--- src/rtl/trng_sampler_ctrl_if.sv ---
// Request/grant and word-response channel between the TRNG sampler and its two consumers.
// master = consumer side, slave = sampler controller.
interface trng_sampler_ctrl_if #(
  parameter int WORD_W = 8
) ();
  logic [1:0]        req;
  logic [1:0]        gnt;
  logic              rsp_valid;
  logic              rsp_ready;
  logic [WORD_W-1:0] rsp_data;
  logic              rsp_id;

  modport master (
    output req,
    output rsp_ready,
    input  gnt,
    input  rsp_valid,
    input  rsp_data,
    input  rsp_id
  );

  modport slave (
    input  req,
    input  rsp_ready,
    output gnt,
    output rsp_valid,
    output rsp_data,
    output rsp_id
  );
endinterface

--- src/rtl/trng_sampler_ctrl.sv ---
// Sequencer/arbiter for the SR-latch entropy network with a sticky repetition-count health test.
// Define TRNG_VON_NEUMANN_EN to debias raw sample pairs before they enter the word.
module trng_sampler_ctrl #(
  parameter int WORD_W        = 8,
  parameter int SETTLE_CYCLES = 4,
  parameter int SAMPLE_DIV    = 2,
  parameter int REP_LIMIT     = 16
) (
  input  logic               clk,
  input  logic               reset,
  trng_sampler_ctrl_if.slave bus,
  output logic               ent_enable,
  input  logic               ent_bit,
  output logic               busy,
  output logic               health_fail
);

  localparam int CNT_W = $clog2(WORD_W + 1);
  localparam int SET_W = $clog2(SETTLE_CYCLES + 1);
  localparam int WIN_W = $clog2(SAMPLE_DIV + 1);
  localparam int RUN_W = $clog2(REP_LIMIT + 1);

  typedef enum logic [2:0] {
    IDLE    = 3'd0,
    SETTLE  = 3'd1,
    SAMPLE  = 3'd2,
    DELIVER = 3'd3,
    FAULT   = 3'd4
  } state_t;

  state_t            state_r;
  logic [1:0]        gnt_r;
  logic              rsp_valid_r;
  logic [WORD_W-1:0] rsp_data_r;
  logic              rsp_id_r;
  logic              ent_enable_r;
  logic              busy_r;
  logic              health_fail_r;
  logic              rr_ptr_r;
  logic [WORD_W-1:0] shift_r;
  logic [CNT_W-1:0]  bit_cnt_r;
  logic [SET_W-1:0]  set_cnt_r;
  logic [WIN_W-1:0]  win_cnt_r;
  logic [RUN_W-1:0]  run_cnt_r;
  logic              last_bit_r;
`ifdef TRNG_VON_NEUMANN_EN
  logic              pair_have_r;
  logic              pair_first_r;
`endif

  logic              sample_tick_s;
  logic              emit_s;
  logic              emit_bit_s;
  logic              trip_s;
  logic              word_done_s;
  logic              winner_s;
  logic [RUN_W-1:0]  run_next_s;
  logic [WORD_W-1:0] shift_next_s;

  // Sample strobe, health-run update, emitted bit and arbitration winner
  always_comb begin
    sample_tick_s = (state_r == SAMPLE) && (win_cnt_r == WIN_W'(SAMPLE_DIV - 1));
    if (ent_bit == last_bit_r) begin
      run_next_s = run_cnt_r + RUN_W'(1);
    end else begin
      run_next_s = RUN_W'(1);
    end
    trip_s = sample_tick_s && (run_next_s >= RUN_W'(REP_LIMIT));
`ifdef TRNG_VON_NEUMANN_EN
    // 10 emits 1, 01 emits 0: the emitted value is the first bit of a differing pair
    emit_s     = sample_tick_s && pair_have_r && (pair_first_r != ent_bit);
    emit_bit_s = pair_first_r;
`else
    emit_s     = sample_tick_s;
    emit_bit_s = ent_bit;
`endif
    shift_next_s = (shift_r << 1'b1) | WORD_W'(emit_bit_s);
    word_done_s  = emit_s && (bit_cnt_r == CNT_W'(WORD_W - 1));
    if (bus.req[rr_ptr_r]) begin
      winner_s = rr_ptr_r;
    end else begin
      winner_s = ~rr_ptr_r;
    end
  end

  // Transaction FSM, counters, health state and all registered outputs
  always_ff @(posedge clk) begin
    if (reset) begin
      state_r       <= IDLE;
      gnt_r         <= 2'b00;
      rsp_valid_r   <= 1'b0;
      rsp_data_r    <= '0;
      rsp_id_r      <= 1'b0;
      ent_enable_r  <= 1'b0;
      busy_r        <= 1'b0;
      health_fail_r <= 1'b0;
      rr_ptr_r      <= 1'b0;
      shift_r       <= '0;
      bit_cnt_r     <= '0;
      set_cnt_r     <= '0;
      win_cnt_r     <= '0;
      run_cnt_r     <= '0;
      last_bit_r    <= 1'b0;
`ifdef TRNG_VON_NEUMANN_EN
      pair_have_r   <= 1'b0;
      pair_first_r  <= 1'b0;
`endif
    end else begin
      if (sample_tick_s) begin
        last_bit_r <= ent_bit;
        run_cnt_r  <= run_next_s;
      end
      case (state_r)
        IDLE: begin
          if (bus.req != 2'b00) begin
            gnt_r        <= winner_s ? 2'b10 : 2'b01;
            rsp_id_r     <= winner_s;
            ent_enable_r <= 1'b1;
            busy_r       <= 1'b1;
            shift_r      <= '0;
            bit_cnt_r    <= '0;
            set_cnt_r    <= '0;
            win_cnt_r    <= '0;
`ifdef TRNG_VON_NEUMANN_EN
            pair_have_r  <= 1'b0;
`endif
            state_r      <= SETTLE;
          end
        end
        SETTLE: begin
          if (set_cnt_r == SET_W'(SETTLE_CYCLES - 1)) begin
            state_r <= SAMPLE;
          end else begin
            set_cnt_r <= set_cnt_r + SET_W'(1);
          end
        end
        SAMPLE: begin
          // A health trip wins over word completion: the in-flight word is dropped
          if (trip_s) begin
            state_r       <= FAULT;
            health_fail_r <= 1'b1;
            ent_enable_r  <= 1'b0;
            gnt_r         <= 2'b00;
          end else begin
            if (sample_tick_s) begin
              win_cnt_r <= '0;
            end else begin
              win_cnt_r <= win_cnt_r + WIN_W'(1);
            end
`ifdef TRNG_VON_NEUMANN_EN
            if (sample_tick_s) begin
              pair_have_r  <= ~pair_have_r;
              pair_first_r <= ent_bit;
            end
`endif
            if (emit_s) begin
              shift_r   <= shift_next_s;
              bit_cnt_r <= bit_cnt_r + CNT_W'(1);
            end
            if (word_done_s) begin
              ent_enable_r <= 1'b0;
              rsp_data_r   <= shift_next_s;
              rsp_valid_r  <= 1'b1;
              state_r      <= DELIVER;
            end
          end
        end
        DELIVER: begin
          if (bus.rsp_ready) begin
            rsp_valid_r <= 1'b0;
            gnt_r       <= 2'b00;
            rr_ptr_r    <= ~rsp_id_r;
            busy_r      <= 1'b0;
            state_r     <= IDLE;
          end
        end
        FAULT: begin
          state_r <= FAULT;
        end
        default: begin
          state_r      <= IDLE;
          gnt_r        <= 2'b00;
          ent_enable_r <= 1'b0;
          rsp_valid_r  <= 1'b0;
          busy_r       <= 1'b0;
        end
      endcase
    end
  end

  assign bus.gnt       = gnt_r;
  assign bus.rsp_valid = rsp_valid_r;
  assign bus.rsp_data  = rsp_data_r;
  assign bus.rsp_id    = rsp_id_r;
  assign ent_enable    = ent_enable_r;
  assign busy          = busy_r;
  assign health_fail   = health_fail_r;

endmodule
--- src/flat_wrapper.sv ---
// flat-port wrapper written by rule: the top's interface ports become plain ports
module trng_sampler_ctrl_flat 
#(
  parameter int WORD_W        = 8,
  parameter int SETTLE_CYCLES = 4,
  parameter int SAMPLE_DIV    = 2,
  parameter int REP_LIMIT     = 16
)
  (clk, reset, ent_enable, ent_bit, busy, health_fail, bus_req, bus_rsp_ready, bus_gnt, bus_rsp_valid, bus_rsp_data, bus_rsp_id);
  trng_sampler_ctrl_if #(.WORD_W(WORD_W)) bus_i ();
  input  logic clk;
  input  logic reset;
  output logic ent_enable;
  input  logic ent_bit;
  output logic busy;
  output logic health_fail;
  input wire logic [$bits(bus_i.req)-1:0] bus_req;
  input wire logic [$bits(bus_i.rsp_ready)-1:0] bus_rsp_ready;
  output wire logic [$bits(bus_i.gnt)-1:0] bus_gnt;
  output wire logic [$bits(bus_i.rsp_valid)-1:0] bus_rsp_valid;
  output wire logic [$bits(bus_i.rsp_data)-1:0] bus_rsp_data;
  output wire logic [$bits(bus_i.rsp_id)-1:0] bus_rsp_id;
  assign bus_i.req = bus_req;
  assign bus_i.rsp_ready = bus_rsp_ready;
  assign bus_gnt = bus_i.gnt;
  assign bus_rsp_valid = bus_i.rsp_valid;
  assign bus_rsp_data = bus_i.rsp_data;
  assign bus_rsp_id = bus_i.rsp_id;
  trng_sampler_ctrl #(.WORD_W(WORD_W), .SETTLE_CYCLES(SETTLE_CYCLES), .SAMPLE_DIV(SAMPLE_DIV), .REP_LIMIT(REP_LIMIT)) u_core (.clk(clk), .reset(reset), .bus(bus_i), .ent_enable(ent_enable), .ent_bit(ent_bit), .busy(busy), .health_fail(health_fail));
endmodule
--- config.mk ---
export PLATFORM = sky130hd
export DESIGN_NAME = trng_sampler_ctrl_flat
export DESIGN_NICKNAME = d
export VERILOG_FILES = /design/src/rtl/trng_sampler_ctrl_if.sv /design/src/rtl/trng_sampler_ctrl.sv /design/src/flat_wrapper.sv
export SDC_FILE = /design/constraint.sdc
export NUM_CORES = 1
export LEC_CHECK = 0
export CAP_MARGIN = 20
export CORE_AREA = 2 2 77 79
export CTS_CLUSTER_DIAMETER = 50
export DETAILED_ROUTE_END_ITERATION = 10
export DIE_AREA = 0 0 79 81
export GPL_TIMING_DRIVEN = 0
export PLACE_DENSITY = 0.51
export SETUP_SLACK_MARGIN = 0.05
export SLEW_MARGIN = 5
export SYNTH_ARGS = -nofsm -noshare
export SYNTH_HDL_FRONTEND = slang
export SYNTH_SLANG_ARGS = --single-unit
--- constraint.sdc ---
create_clock -name clk -period 2.6 [get_ports clk]
set_clock_uncertainty 0.05 [all_clocks]
set_input_delay 0.78 -clock clk [delete_from_list [all_inputs] [get_ports clk]]
set_output_delay 0.78 -clock clk [all_outputs]
set_load 0.1 [all_outputs]
==> impl_metrics.env <==
export IMPL_status="completed"
export IMPL_synth_yosys_seq_area_share=0.439
export IMPL_grt_pass1_vias=1450
export IMPL_wl_per_cell_um=13.3
export IMPL_cts_repair_timing_setup_buffer_count=0
export IMPL_top_level_ports=21
export IMPL_tritoncts_num_sinks=41
export IMPL_post_route_min_period_ps=2400
export IMPL_path_max_fanout=7
export IMPL_floorplan_initialDensity=0.330
export IMPL_power_density_nw_per_um2=585
export IMPL_grt_pass1_wl_um=7290
export IMPL_drt_first_pass_iters=4
export IMPL_synthToLayoutAreaGrowth_pct=20.9
export IMPL_die_height_um=81
export IMPL_root_buffer="sky130_fd_sc_hd__clkbuf_8"
export IMPL_synth_cell_type_count=40
export IMPL_number_of_clock_buffers_inserted_by_tritoncts=5
export IMPL_whs_ps=403
export IMPL_total_power_mw=1.32
export IMPL_max_cap_violations=0
export IMPL_grt_overflow_total=0
export IMPL_clk_pin_slew_worst_setup_hold_paths_ps=80
export IMPL_hp_class="reg2reg"
export IMPL_number_of_antenna_violations_at_the_first_check_in_global_routing=0
export IMPL_post_route_period_util=0.922
export IMPL_placement_io_buffers=20
export IMPL_fmax_mhz=417
export IMPL_crit_path_end_kind="flip-flop"
export IMPL_synth_enable_flop_cells=0
export IMPL_fillers=588
export IMPL_final_common_cell="sky130_fd_sc_hd__dfxtp_1"
export IMPL_initial_drt_markers=81
export IMPL_tritoncts="built"
export IMPL_setup_tns_ps=0
export IMPL_dp_hpwl_um=2990
export IMPL_clockBufferDepth=2
export IMPL_cp_arrival_ps=2580
export IMPL_yosysWarningCount=0
export IMPL_slew_violations=0
export IMPL_timing_slew_headroom=0.360
export IMPL_synth_seq_cells=41
export IMPL_timing_critical_path_from_type="input port"
export IMPL_detailroute_via_count=1562
export IMPL_globalplace_congestion=0.790
export IMPL_syn_inst=217
export IMPL_yosys_most_used_dff="sky130_fd_sc_hd__dfxtp_1"
export IMPL_setup_repair_after_global_routing_missed_its_margin="false"
export IMPL_maximum_vdd_drop_v=0.000230
export IMPL_syn_area_um2=1870
export IMPL_type_of_the_worst_setup_path="in2reg"
export IMPL_static_power_due_to_leakage_nw=0.928
export IMPL_gr_usage_all_layers=0.146
export IMPL_post_place_cells=312
export IMPL_die_area_um2=6400
export IMPL_drc=0
export IMPL_report_final_setup_viol=0
export IMPL_worstSkewPairLatency_ps=290
export IMPL_instances_no_fill=320
export IMPL_layout_nets=254
export IMPL_timing_final_hold_violations=0
export IMPL_most_used_cells_in_the_layout_excluding_fill_and_tap_cells="sky130_fd_sc_hd__dfxtp_1 (41), sky130_fd_sc_hd__a21oi_1 (29), sky130_fd_sc_hd__nand3_1 (25)"
export IMPL_antenna_cells=0
export IMPL_die_width_um=79
export IMPL_synth_fp_nets=227
export IMPL_post_drt_via_cell_ratio=4.88
export IMPL_htreeDepth=2
export IMPL_postSynth_asyncResetShare=0
export IMPL_critPathRequiredTime_ps=2780
export IMPL_core_rowCount=28
export IMPL_worst_slew_pin_slew_ps=964
export IMPL_maximum_number_of_pins_on_one_net_before_global_route_repair=13
export IMPL_post_route_cells_drive_above_1_share=0.0857
export IMPL_utilization=0.399
export IMPL_avgSynthCellArea_um2=8.62
export IMPL_routed_wl_um=4270
export IMPL_core_area_um2=5680
export IMPL_ant_nets=0
synth_stat cells (2+ instances only):
master                     count  share of area
sky130_fd_sc_hd__dfxtp_1      41           0.44
sky130_fd_sc_hd__a21oi_1      29          0.078
sky130_fd_sc_hd__nand3_1      25          0.067
sky130_fd_sc_hd__nor2_1       21          0.042
sky130_fd_sc_hd__nand2_1      15          0.030
sky130_fd_sc_hd__mux2i_1       8          0.043
sky130_fd_sc_hd__clkbuf_1      7          0.014
sky130_fd_sc_hd__o21ai_1       7          0.019
sky130_fd_sc_hd__a31oi_1       5          0.017
sky130_fd_sc_hd__inv_1         5          0.010
sky130_fd_sc_hd__nand2b_1      5          0.017
sky130_fd_sc_hd__or3_1         5          0.017
sky130_fd_sc_hd__buf_2         4          0.011
sky130_fd_sc_hd__ha_1          4          0.027
sky130_fd_sc_hd__o21ai_0       4          0.011
sky130_fd_sc_hd__a211oi_1      3          0.012
sky130_fd_sc_hd__nand3b_1      3          0.012
sky130_fd_sc_hd__buf_6         2          0.012
sky130_fd_sc_hd__nor3_2        2          0.011
sky130_fd_sc_hd__xor2_1        2         0.0094
per-stage QoR:
step | instance area [um2] | setup slack [ps]
3_5_place_dp | 2160 | -125
2_1_floorplan | 1870 | 670
4_1_cts | 2260 | 188
3_3_place_gp | 2160 | -141
6_report | 2260 | 202
5_1_grt | 2260 | 51.0
per-layer routing:
metal | global-route usage | routed length [um] | vias to the layer above
li1 | - | - | 815
met1 | 0.200 | 2150 | 716
met2 | 0.228 | 1970 | 27
met3 | 0.0367 | 128 | 4
met4 | 0.0448 | 19 | 0
met5 | 0 | 0 | -
area by class of cell:
cell class | count | area (um2) | area share
Sequential cell | 41 | 821 | 0.363
Clock buffer | 7 | 86.3 | 0.0382
Multi-Input combinational cell | 157 | 958 | 0.424
Buffer | 13 | 68.8 | 0.0304
Timing Repair Buffer | 20 | 181 | 0.0802
Tap cell | 75 | 93.8 | 0.0415
Inverter | 6 | 22.5 | 0.00996
Clock inverter | 1 | 30.0 | 0.0133
final timing paths:
| path | slack (ps) | from | cells past startpoint | endpoint |
|---|---|---|---|---|
| max | 200 | ent_bit | 6 | u_core.win_cnt_r[0] |
| min | 400 | u_core.bus.rsp_valid | 2 | u_core.bus.rsp_valid |
| max reg2reg | 580 | u_core.state_r[2] | 6 | u_core.win_cnt_r[0] |
| min reg2reg | 400 | u_core.bus.rsp_valid | 2 | u_core.bus.rsp_valid |
sequential cells by signal, indices dropped and copies added (netlist names):
| signal | count |
|---|---|
| u_core.bus.rsp_data | 8 |
| u_core.shift_r | 7 |
| u_core.run_cnt_r | 5 |
| u_core.bit_cnt_r | 4 |
| u_core.set_cnt_r | 3 |
| u_core.state_r | 3 |
| u_core.bus.gnt | 2 |
| u_core.win_cnt_r | 2 |
| u_core.bus.rsp_id | 1 |
| u_core.bus.rsp_valid | 1 |
| u_core.busy | 1 |
| u_core.ent_enable | 1 |
| u_core.health_fail | 1 |
| u_core.last_bit_r | 1 |
| u_core.rr_ptr_r | 1 |
critical path: stages:
cell and delay (ps):
sky130_fd_sc_hd__clkdlybuf4s50_1 580, sky130_fd_sc_hd__xor2_1 190, sky130_fd_sc_hd__nor4_4 450, sky130_fd_sc_hd__a22oi_2 150, sky130_fd_sc_hd__mux2_1 340, sky130_fd_sc_hd__nor2_1 80
what timing repair did:
action	CTS	global route
gates resized for setup	15	0
hold buffers	0	0
setup endpoints to repair	15	0
power by group:
group	switching (mW)	internal [mW]	leakage [nW]	total, mW
Combinational	0.103	0.0357	0.538	0.139
Sequential	0.00725	0.637	0.332	0.645
Clock	0.226	0.313	0.0585	0.540
kinds of logic (layout without fill, tap and decap cells):
kind of cell / after synthesis / after routing / share of synthesized area
simple gates: 84 / 84 / 0.237
compound gates: 56 / 56 / 0.177
flops: 41 / 41 / 0.439
buf+inv: 19 / 47 / 0.0488
mux: 9 / 9 / 0.0488
fa+ha+maj: 4 / 4 / 0.0268
xor+xnor: 4 / 4 / 0.0227
Power figures use the tool's default switching activity.
